$ cat src/rtl/addsub_serial.sv
// ---------------------------------------------------------------------------
// addsub_serial
//   Multi-cycle two's-complement adder/subtractor. Operands are accepted on a
//   valid/ready handshake, summed DIGIT bits per clock over N = WIDTH/DIGIT
//   cycles, and the result plus flags are offered on a second valid/ready
//   handshake.
//
// Parameters
//   WIDTH  operand/result width (>= 1)
//   DIGIT  bits summed per clock; WIDTH must be a multiple of DIGIT
//
// Ports
//   clk, rst_n           clock, asynchronous active-low reset
//   in_valid / in_ready  operand handshake (A, B, op; op=1 selects A-B)
//   abort                synchronous cancel, returns to IDLE next edge
//   out_valid/out_ready  result handshake (S, carry, overflow, zero, negative)
//
// Optional feature
//   ADDSUB_SAT_EN  when defined, a signed overflow clamps S to the signed
//                  limit in the overflow direction; carry stays raw.
// ---------------------------------------------------------------------------
module addsub_serial #(
  parameter int WIDTH = 32,
  parameter int DIGIT = 8
) (
  input  logic             clk,
  input  logic             rst_n,
  input  logic             in_valid,
  output logic             in_ready,
  input  logic [WIDTH-1:0] A,
  input  logic [WIDTH-1:0] B,
  input  logic             op,
  input  logic             abort,
  output logic             out_valid,
  input  logic             out_ready,
  output logic [WIDTH-1:0] S,
  output logic             carry,
  output logic             overflow,
  output logic             zero,
  output logic             negative
);

  localparam int N  = WIDTH / DIGIT;
  localparam int CW = (N > 1) ? $clog2(N) : 1;

  if ((WIDTH < 1) || (DIGIT < 1) || ((WIDTH % DIGIT) != 0)) begin : g_bad_params
    $error("addsub_serial: WIDTH must be >= 1 and a multiple of DIGIT");
  end

  typedef enum logic [1:0] {IDLE, RUN, DONE} state_t;

  state_t           state_q;
  logic [WIDTH-1:0] a_q, b_q;     // operands, shifted right one digit per RUN cycle
  logic [WIDTH-1:0] acc_q;        // partial sums shifted in from the top
  logic             carry_q;
  logic [CW-1:0]    cnt_q;
  logic             in_ready_q, out_valid_q;
  logic [WIDTH-1:0] s_q;
  logic             carry_o_q, ovf_q, zero_q, neg_q;

  // Current digit always sits in the low DIGIT bits of a_q/b_q.
  logic [DIGIT:0]   dsum;
  logic [WIDTH-1:0] res_full;
  logic [WIDTH-1:0] s_fin;
  logic             cin_msb, ovf_fin;

  assign dsum = {1'b0, a_q[DIGIT-1:0]} + {1'b0, b_q[DIGIT-1:0]} + {{DIGIT{1'b0}}, carry_q};

  // New digit enters at the top; after N cycles the word is in natural order.
  if (N == 1) begin : g_single
    assign res_full = dsum[DIGIT-1:0];
  end else begin : g_multi
    assign res_full = {dsum[DIGIT-1:0], acc_q[WIDTH-1:DIGIT]};
  end

  // Carry into the MSB recovered from the MSB sum bit and its two inputs.
  assign cin_msb = res_full[WIDTH-1] ^ a_q[DIGIT-1] ^ b_q[DIGIT-1];
  assign ovf_fin = dsum[DIGIT] ^ cin_msb;

  always_comb begin
    s_fin = res_full;
`ifdef ADDSUB_SAT_EN
    if (ovf_fin) begin
      // Raw sign 1 means positive overflow -> 0111..1; sign 0 -> 1000..0.
      s_fin            = {WIDTH{res_full[WIDTH-1]}};
      s_fin[WIDTH-1]   = ~res_full[WIDTH-1];
    end
`endif
  end

  always_ff @(posedge clk or negedge rst_n) begin
    if (!rst_n) begin
      state_q     <= IDLE;
      a_q         <= '0;
      b_q         <= '0;
      acc_q       <= '0;
      carry_q     <= 1'b0;
      cnt_q       <= '0;
      in_ready_q  <= 1'b1;
      out_valid_q <= 1'b0;
      s_q         <= '0;
      carry_o_q   <= 1'b0;
      ovf_q       <= 1'b0;
      zero_q      <= 1'b0;
      neg_q       <= 1'b0;
    end else if (abort) begin
      // Results and flags keep their last values; only the handshake resets.
      state_q     <= IDLE;
      in_ready_q  <= 1'b1;
      out_valid_q <= 1'b0;
    end else begin
      case (state_q)
        IDLE: begin
          if (in_valid) begin
            a_q        <= A;
            b_q        <= B ^ {WIDTH{op}};
            carry_q    <= op;
            cnt_q      <= '0;
            state_q    <= RUN;
            in_ready_q <= 1'b0;
          end
        end
        RUN: begin
          a_q     <= a_q >> DIGIT;
          b_q     <= b_q >> DIGIT;
          acc_q   <= res_full;
          carry_q <= dsum[DIGIT];
          cnt_q   <= cnt_q + CW'(1);
          if (cnt_q == CW'(N - 1)) begin
            s_q         <= s_fin;
            carry_o_q   <= dsum[DIGIT];
            ovf_q       <= ovf_fin;
            zero_q      <= (s_fin == '0);
            neg_q       <= s_fin[WIDTH-1];
            state_q     <= DONE;
            out_valid_q <= 1'b1;
          end
        end
        DONE: begin
          if (out_ready) begin
            state_q     <= IDLE;
            out_valid_q <= 1'b0;
            in_ready_q  <= 1'b1;
          end
        end
        default: begin
          state_q     <= IDLE;
          in_ready_q  <= 1'b1;
          out_valid_q <= 1'b0;
        end
      endcase
    end
  end

  assign in_ready  = in_ready_q;
  assign out_valid = out_valid_q;
  assign S         = s_q;
  assign carry     = carry_o_q;
  assign overflow  = ovf_q;
  assign zero      = zero_q;
  assign negative  = neg_q;

endmodule

$ cat config.mk
export PLATFORM = sky130hd
export DESIGN_NAME = addsub_serial
export DESIGN_NICKNAME = d
export VERILOG_FILES = /design/src/rtl/addsub_serial.sv
export SDC_FILE = /design/constraint.sdc
export NUM_CORES = 1
export LEC_CHECK = 0
export CORE_MARGIN = 1
export CORE_UTILIZATION = 50
export DETAILED_ROUTE_END_ITERATION = 10
export GPL_TIMING_DRIVEN = 0
export PLACE_DENSITY = 0.77
export SLEW_MARGIN = 0
export SYNTH_ARGS = -nofsm -noshare
export SYNTH_HDL_FRONTEND = slang
export SYNTH_SLANG_ARGS = --single-unit
$ cat constraint.sdc
create_clock -name clk -period 2.8 [get_ports clk]
set_clock_uncertainty 0.15 [all_clocks]
set_input_delay 0.56 -clock clk [delete_from_list [all_inputs] [get_ports clk]]
set_output_delay 0.56 -clock clk [all_outputs]
set_load 0.05 [all_outputs]
; ---- After elaboration in Yosys (flattened, before gate mapping)
; Cells that the tools add are included.
; W data, S select, Z words.
[totals]
register_bits = 139
output_inout_bits = 38
in_bits = 70
[classes]
bitwise_logic = 5
n_reduce_logical = 9
n_eq_ne = 9
add_sub_neg = 3
muxes = 21
[ops]
columns = cell, n
row1 = $pmux W32 S2, 2
row2 = $mux W32, 2
row3 = $logic_not A32 Y1, 1
row4 = $xor A32 B32 Y32, 1
row5 = $reduce_and A3 Y1, 5
row6 = $mux W2, 5
row7 = $add A8 B8 Y9, 1
row8 = $add A9 B1 Y9, 1
row9 = $ne A3 B3 Y1 const B, 3
row10 = $mux W1, 7
row11 = $ne A2 B2 Y1 const B, 3
row12 = $pmux W1 S3, 2
row13 = $pmux W2 S3, 1
row14 = $eq A2 B2 Y1 const B, 2
row15 = $pmux W2 S2, 1
row16 = $xor A1 B1 Y1, 3
row17 = $add A2 B1 Y2 const B, 1
row18 = $eq A2 B1 Y1 const B, 1
row19 = $logic_not A2 Y1, 1
row20 = $pmux W1 S2, 1
row21 = $reduce_and A2 Y1, 1
row22 = $reduce_bool A2 Y1, 1
row23 = $not A1 Y1, 1

; ---- Depth between registers and ports, before layout
; Gate-level depths: netlist of the first run.
[logic_depth]
ltp_word = 5
depth_mapped = 7

; ---- Worst setup path after synthesis of the first run
; Ideal clock, no wire load.
[synth_timing]
kind = reg2reg
from = register a_q[0]
to = register zero_q (netlist: zero)
n_path_buf = 0
required_time_ns = 2.528
slack_ns = 0.373
t_arrival_ns = 2.155
stages_incl_launch_ff = 8
period_less_slack_ns = 2.427
cell_sequence = dfrtp_1 -> fa_1 -> fa_1 -> a21oi_2 -> o2111ai_2 -> xnor2_1 -> and4_1 -> a32o_1
[synth_between]
elab_chain_cells = 3
[synth_rtl]
columns = item, line_no
row1 = "start, declared", 53  ; logic [WIDTH-1:0] a_q, b_q;
row2 = "start signal, assigned", 124  ; a_q <= a_q >> DIGIT;
row3 = $add A8 B8 Y9, 67  ; assign dsum = {1'b0, a_q[DIGIT-1:0]} + {1'b0, b_q[DIGIT-1:0]} + {{DIGIT{1'b0}}, carry_q};
row4 = $add A9 B1 Y9, 67
row5 = $logic_not A32 Y1, 133  ; zero_q <= (s_fin == '0);
row6 = "end signal, assigned", 133
row7 = "end, declared", 59  ; logic carry_o_q, ovf_q, zero_q, neg_q;
; No other way between the ends.
; A chain may end at the register's enable or synchronous reset.

; ---- Worst setup path in the final report of the first run
; Same ends and word-level chain as after synthesis.

==> results.tsv, run 1 <==
metric	value	unit
grt_max_degree	91	
powerDensity	826	nW/um2
maxSlewHeadroom	65.3	%
instances_no_fill	847	
rsz0062_at_grt	no	
syn_area	6030	um2
cp-end-kind	flop	
arrival	2.87	ns
yosysTopAreaCell	dfrtp_1	
intPower	4.35	mW
fmax	0.375	GHz
critPathKind	reg -> reg	
r2r_slack	0.13	ns
ys_seq_area_share	54.0	%
grt_remaining_overflow	0	
ys_top_cells_by_area	dfrtp_1, mux2_2, nand2_1	
wl_per_cell	16.1	um
layout.nets	771	
final_hold_viol_count	0	
path_clk_slew	0.06	ns
h-tree-depth	4	
slew_viol_final	0	
wl_met3	582	um
violations	DRC	
rr_endpoint	zero	
p_leak	3.53	nW
io_buffers	106	
status	finished with violations	
vias	4576	
synth_adder_area_share	2.33	%
dpl_cell_area	7300	um2
route.met2.wl	6.74	mm
num_rows	39	
setup_violations	0	
mostFrequentLayoutCell	dfrtp_1	
synth_edf_count	0	
routed_wl	13.7	mm
power_frac_seq	40.9	%
ant_nets	0	
drc_errors	7	
vias_per_cell	5.40	
setup_tns	0	ns
dpl.cell_count	814	
io_pins	108	
yosys_register_bits	130	
grt_pass1_vias	4826	
drt-initial-drc-count	240	
r2r_cells	7	
drt_pre_antenna_iters	7	
gp_congestion	0.883	
synth-simple-area-share	10.7	%
netlist_instances	564	
met1_length	5.91	mm
whs	0.327	ns
synth_compound_area_share	12.0	%
synth_nets	644	
synth.area.mux_share	12.2	%
synth_top_area_share	53.6	%
p_clk_share	33.5	%
yosys_warnings	0	
finalCriticalPeriod	2.67	ns
dieWidth	112	um
cts_tree	done	
hpwl	10.0	mm
combinationalPowerShare	25.6	%
worst_setup_path_start_kind	flop	
diodes	0	
timing_worst_slew_pin_value	0.518	ns
ir_drop	0.458	mV
cp.required	3.00	ns
start_util	52.1	%
clock-root-buffer	clkbuf_16	
hold_path.class	reg -> reg	
critPathCapture	zero	
postCtsResizedCells	0	
cts_made_buffers	17	
maxCapViolCount	0	
ys_types	46	
drive_above_1_share	14.5	%
cts_sinks	130	
clk_latency	0.42	ns
worstReg2RegStart	a_q[0]	
p_sw	2.17	mW
area_growth	30.9	%
grt_pass1_wl	22.9	mm
syn-mean-instance-area	10.7	um2
die_h	112	um
design.core.area	11600	um2
ctsLongestPathBuffers	2	
ys.flop_type	dfrtp_1	
crit_start	a_q[0]	
antenna_found_initial	0	
fin_crit_sh	95.3	%
die-area	12500	um2
final_cell_mix	dfrtp_1, clkdlybuf4s50_1, nand2_1	
synth_top_family_by_area	multiplexers	
synth-xor-area-share	5.52	%
highest_layer	met4	
hold_path_depth	2	
async_reset_ff_share	100	%
finalInstanceArea	7890	um2
worst-path-max-fanout	3	
p_total	6.52	mW
grt_util_all_layers	23.3	%
switching_share	33.3	%
## metal layers
layer,vias up,GRT usage (%)
li1,2204,-
met2,134,40.2
met3,36,5.12
met1,2202,28.1
met5,-,0
met4,0,9.91
## how the worst min path moves through the flow
stage | from | end | slack [ns]
finish | a_q[9] | a_q[9] | 0.33
CTS | a_q[16] | a_q[16] | 0.33
global route | b_q[31] | b_q[31] | 0.35
detailed placement | a_q[16] | a_q[16] | 0.32
floorplan | rst_n | S[0] | 0.11
global placement | b_q[16] | b_q[16] | 0.31
## cells by family after synthesis
family / Yosys count
AND/OR/NAND/NOR: 152
flip-flops: 130
AO/OA/AOI/OAI: 126
multiplexers: 68
buffers and inverters: 40
XOR/XNOR: 38
adder cells (fa/ha/maj): 10
## critical path: stages (launching register included)
cell	delay, ns
dfrtp_1	0.40
fa_1	0.48
fa_1	0.44
xnor2_1	0.35
nand4_1	0.13
nor3_1	0.26
and4_1	0.23
a32o_1	0.16
## registers in the layout, summed over array words and instances, names as in the netlist
signal     cells
state_q        2
b_q           32
out_valid      1
a_q           32
zero           1
S             32
cnt_q          2
carry          1
carry_q        1
overflow       1
acc_q         24
in_ready       1
## through the flow
stage	util (%)	setup WS [ns]
2_1_floorplan	-	0.373
3_3_place_gp	62.8	-3.80
3_5_place_dp	63.1	0.180
4_1_cts	68.2	0.141
5_1_grt	68.2	0.0570
6_report	68.2	0.132
## synth_stat cells (3+ instances only)
library cell / instances
a21o_1: 3
a21oi_1: 27
buf_2: 21
buf_4: 5
clkbuf_1: 10
dfrtp_1: 129
ha_1: 8
inv_1: 3
mux2_1: 9
mux2_2: 35
mux2i_1: 24
nand2_1: 96
nand2b_1: 5
nand3_1: 4
nor2_1: 28
nor3_1: 3
nor4_1: 6
o21ai_0: 61
o21ai_1: 10
o31ai_1: 8
xnor2_1: 36
## layout make-up
type	instances	area (um2)
Timing Repair Buffer	108	1100
Sequential cell	130	3250
Clock buffer	18	429
Tap cell	143	179
Inverter	3	11.3
Buffer	37	184
Fill cell	893	3670
Multi-Input combinational cell	394	2580
Clock inverter	14	155
## power by group through the flow
stage	sequential (mW)	clock, mW	combinational, mW
finish	2.67	2.18	1.67
global route	2.72	2.27	1.81
CTS	2.67	2.18	1.68
detailed placement	2.69	0	1.65
floorplan	2.82	0	0.868
global placement	2.66	0	1.58
## timing repair
action | 4_1_cts | 5_1_grt
setup endpoints to repair | 0 | 0
buffers inserted | 0 | 0
hold endpoints to repair | 40 | 0
hold buffers | 1 | 0
(Power assumes the default switching activity.)
==> inputs of run 2 (changes only) <==
CORE_ASPECT_RATIO = 2   (was not set)
clock period = 3.2 ns   (was 2.8 ns; I/O delays follow)
==> results.tsv, run 2 (synthesized netlist as in run 1, its figures left out) <==
metric	value	unit	change
grt_pass1_wl	23.1	mm	+0.75%
cp-end-kind	flop		
mostFrequentLayoutCell	dfrtp_1		
p_sw	1.80	mW	-17%
diodes	0		unchanged
finalCriticalPeriod	2.78	ns	+0.114 ns
hold_path.class	reg -> reg		
cts_sinks	130		unchanged
wl_per_cell	16.5	um	+2.3%
area_growth	30.7	%	
ir_drop	0.471	mV	+2.9%
cp.required	3.40	ns	+0.40 ns
routed_wl	14.0	mm	+2.2%
design.core.area	11700	um2	+1.2%
grt_remaining_overflow	0		unchanged
slew_viol_final	0		unchanged
powerDensity	718	nW/um2	-13%
grt_max_degree	108		+19%
instances_no_fill	846		-0.12%
p_clk_share	32.9	%	-0.6 points
gp_congestion	0.865		-2.0%
postCtsResizedCells	0		unchanged
io_buffers	106		unchanged
clock-root-buffer	clkbuf_16		
h-tree-depth	4		unchanged
power_frac_seq	41.5	%	+0.6 points
ctsLongestPathBuffers	2		unchanged
path_clk_slew	0.05	ns	about the same
fin_crit_sh	86.9	%	-8.4 points
worst_setup_path_start_kind	flop		
grt_pass1_vias	4811		-0.31%
arrival	2.98	ns	+0.11 ns
dieWidth	79.6	um	-29%
final_cell_mix	dfrtp_1, clkdlybuf4s50_1, nand2_1		
drive_above_1_share	14.0	%	-0.51 points
timing_worst_slew_pin_value	0.557	ns	+0.0389 ns
layout.nets	771		unchanged
fmax	0.359	GHz	-4.1%
rsz0062_at_grt	no		
cts_tree	done		
dpl.cell_count	816		+0.25%
die-area	12500	um2	+0.21%
drc_errors	0		-7
setup_violations	0		unchanged
antenna_found_initial	0		unchanged
vias_per_cell	5.43		+0.47%
switching_share	31.8	%	-1.5 points
num_rows	56		+44%
ant_nets	0		unchanged
combinationalPowerShare	25.6	%	about the same
maxSlewHeadroom	62.8	%	-2.5 points
p_total	5.66	mW	-13%
final_hold_viol_count	0		unchanged
drt_pre_antenna_iters	5		-2
io_pins	108		unchanged
worst-path-max-fanout	3		unchanged
clk_latency	0.42	ns	about the same
vias	4592		+0.35%
die_h	157	um	+41%
drt-initial-drc-count	175		-27%
critPathKind	reg -> reg		
maxCapViolCount	0		unchanged
cts_setup_buffers	0		unchanged
hpwl	10.6	mm	+5.4%
p_leak	3.53	nW	about the same
status	finished clean		
intPower	3.86	mW	-11%
start_util	51.5	%	-0.61 points
grt_util_all_layers	24.8	%	+1.5 points
cts_made_buffers	17		unchanged
## run 2: changes by cell type in the layout (fill, tap and decap cells not counted), sizes merged
cell and change:
clkbuf +5, clkinv -3, clkinvlp -2, inv -3
## run 2: cell type report
type	instances	area [um2]
fill	916	3820
sequential	130	3250
multi-input combinational	394	2580
timing repair buffer	108	1100
clock buffer	23	488
buffer	37	184
tap	145	181
clock inverter	6	80.1
inverter	3	11.3
## run 2: power by group through the flow
stage          clock network, mW  registers, mW  logic [mW]
6_report                    1.86           2.35        1.45
5_1_grt                     1.96           2.38        1.58
4_1_cts                     1.87           2.34        1.46
3_5_place_dp                   0           2.37        1.45
3_3_place_gp                   0           2.34        1.39
2_1_floorplan                  0           2.47       0.760
## run 2: repair_timing
item / 4_1_cts / 5_1_grt
endpoints found under the hold margin: 22 / 0
hold buffers: 1 / 0
endpoints found under the setup margin: 0 / 0
## run 2: final timing paths
path | from | end | slack [ns] | cells past startpoint
max | a_q[0] | zero | 0.42 | 7
min | S[26] | S[26] | 0.33 | 2
max reg2reg | a_q[0] | zero | 0.42 | 7
min reg2reg | S[26] | S[26] | 0.33 | 2
max in group asynchronous | rst_n | acc_q[8] | 1.58 | 3
min in group asynchronous | rst_n | S[4] | 0.49 | 2
## run 2: worst max-delay path, cell delays in order (launching register included)
cell	delay, ns
dfrtp_1	0.39
fa_1	0.48
fa_1	0.44
xnor2_1	0.38
nand4_1	0.13
nor3_1	0.33
and4_1	0.25
a32o_1	0.16
## run 2: through the flow
| step | utilization, % | setup TNS (ns) | hold slack [ns] | area, um2 | setup slack, ns |
|---|---|---|---|---|---|
| final | 67.3 | 0 | 0.331 | 7880 | 0.418 |
| after global routing | 67.3 | 0 | 0.356 | 7880 | 0.303 |
| after CTS | 67.3 | 0 | 0.333 | 7880 | 0.437 |
| after detailed placement | 62.4 | 0 | 0.320 | 7300 | 0.472 |
| after global placement | 62.1 | -442.00 | 0.310 | 7270 | -3.42 |
| after floorplan | - | 0 | 0.194 | 6030 | 0.773 |
## run 2: layer usage
layer / vias to the layer above / part of all wire [%] / global-route usage [%]
li1: 2198 / - / -
met1: 2233 / 35 / 24.3
met2: 131 / 59 / 48.1
met3: 30 / 3.2 / 5.28
met4: 0 / 2.9 / 10.3
met5: - / 0 / 0
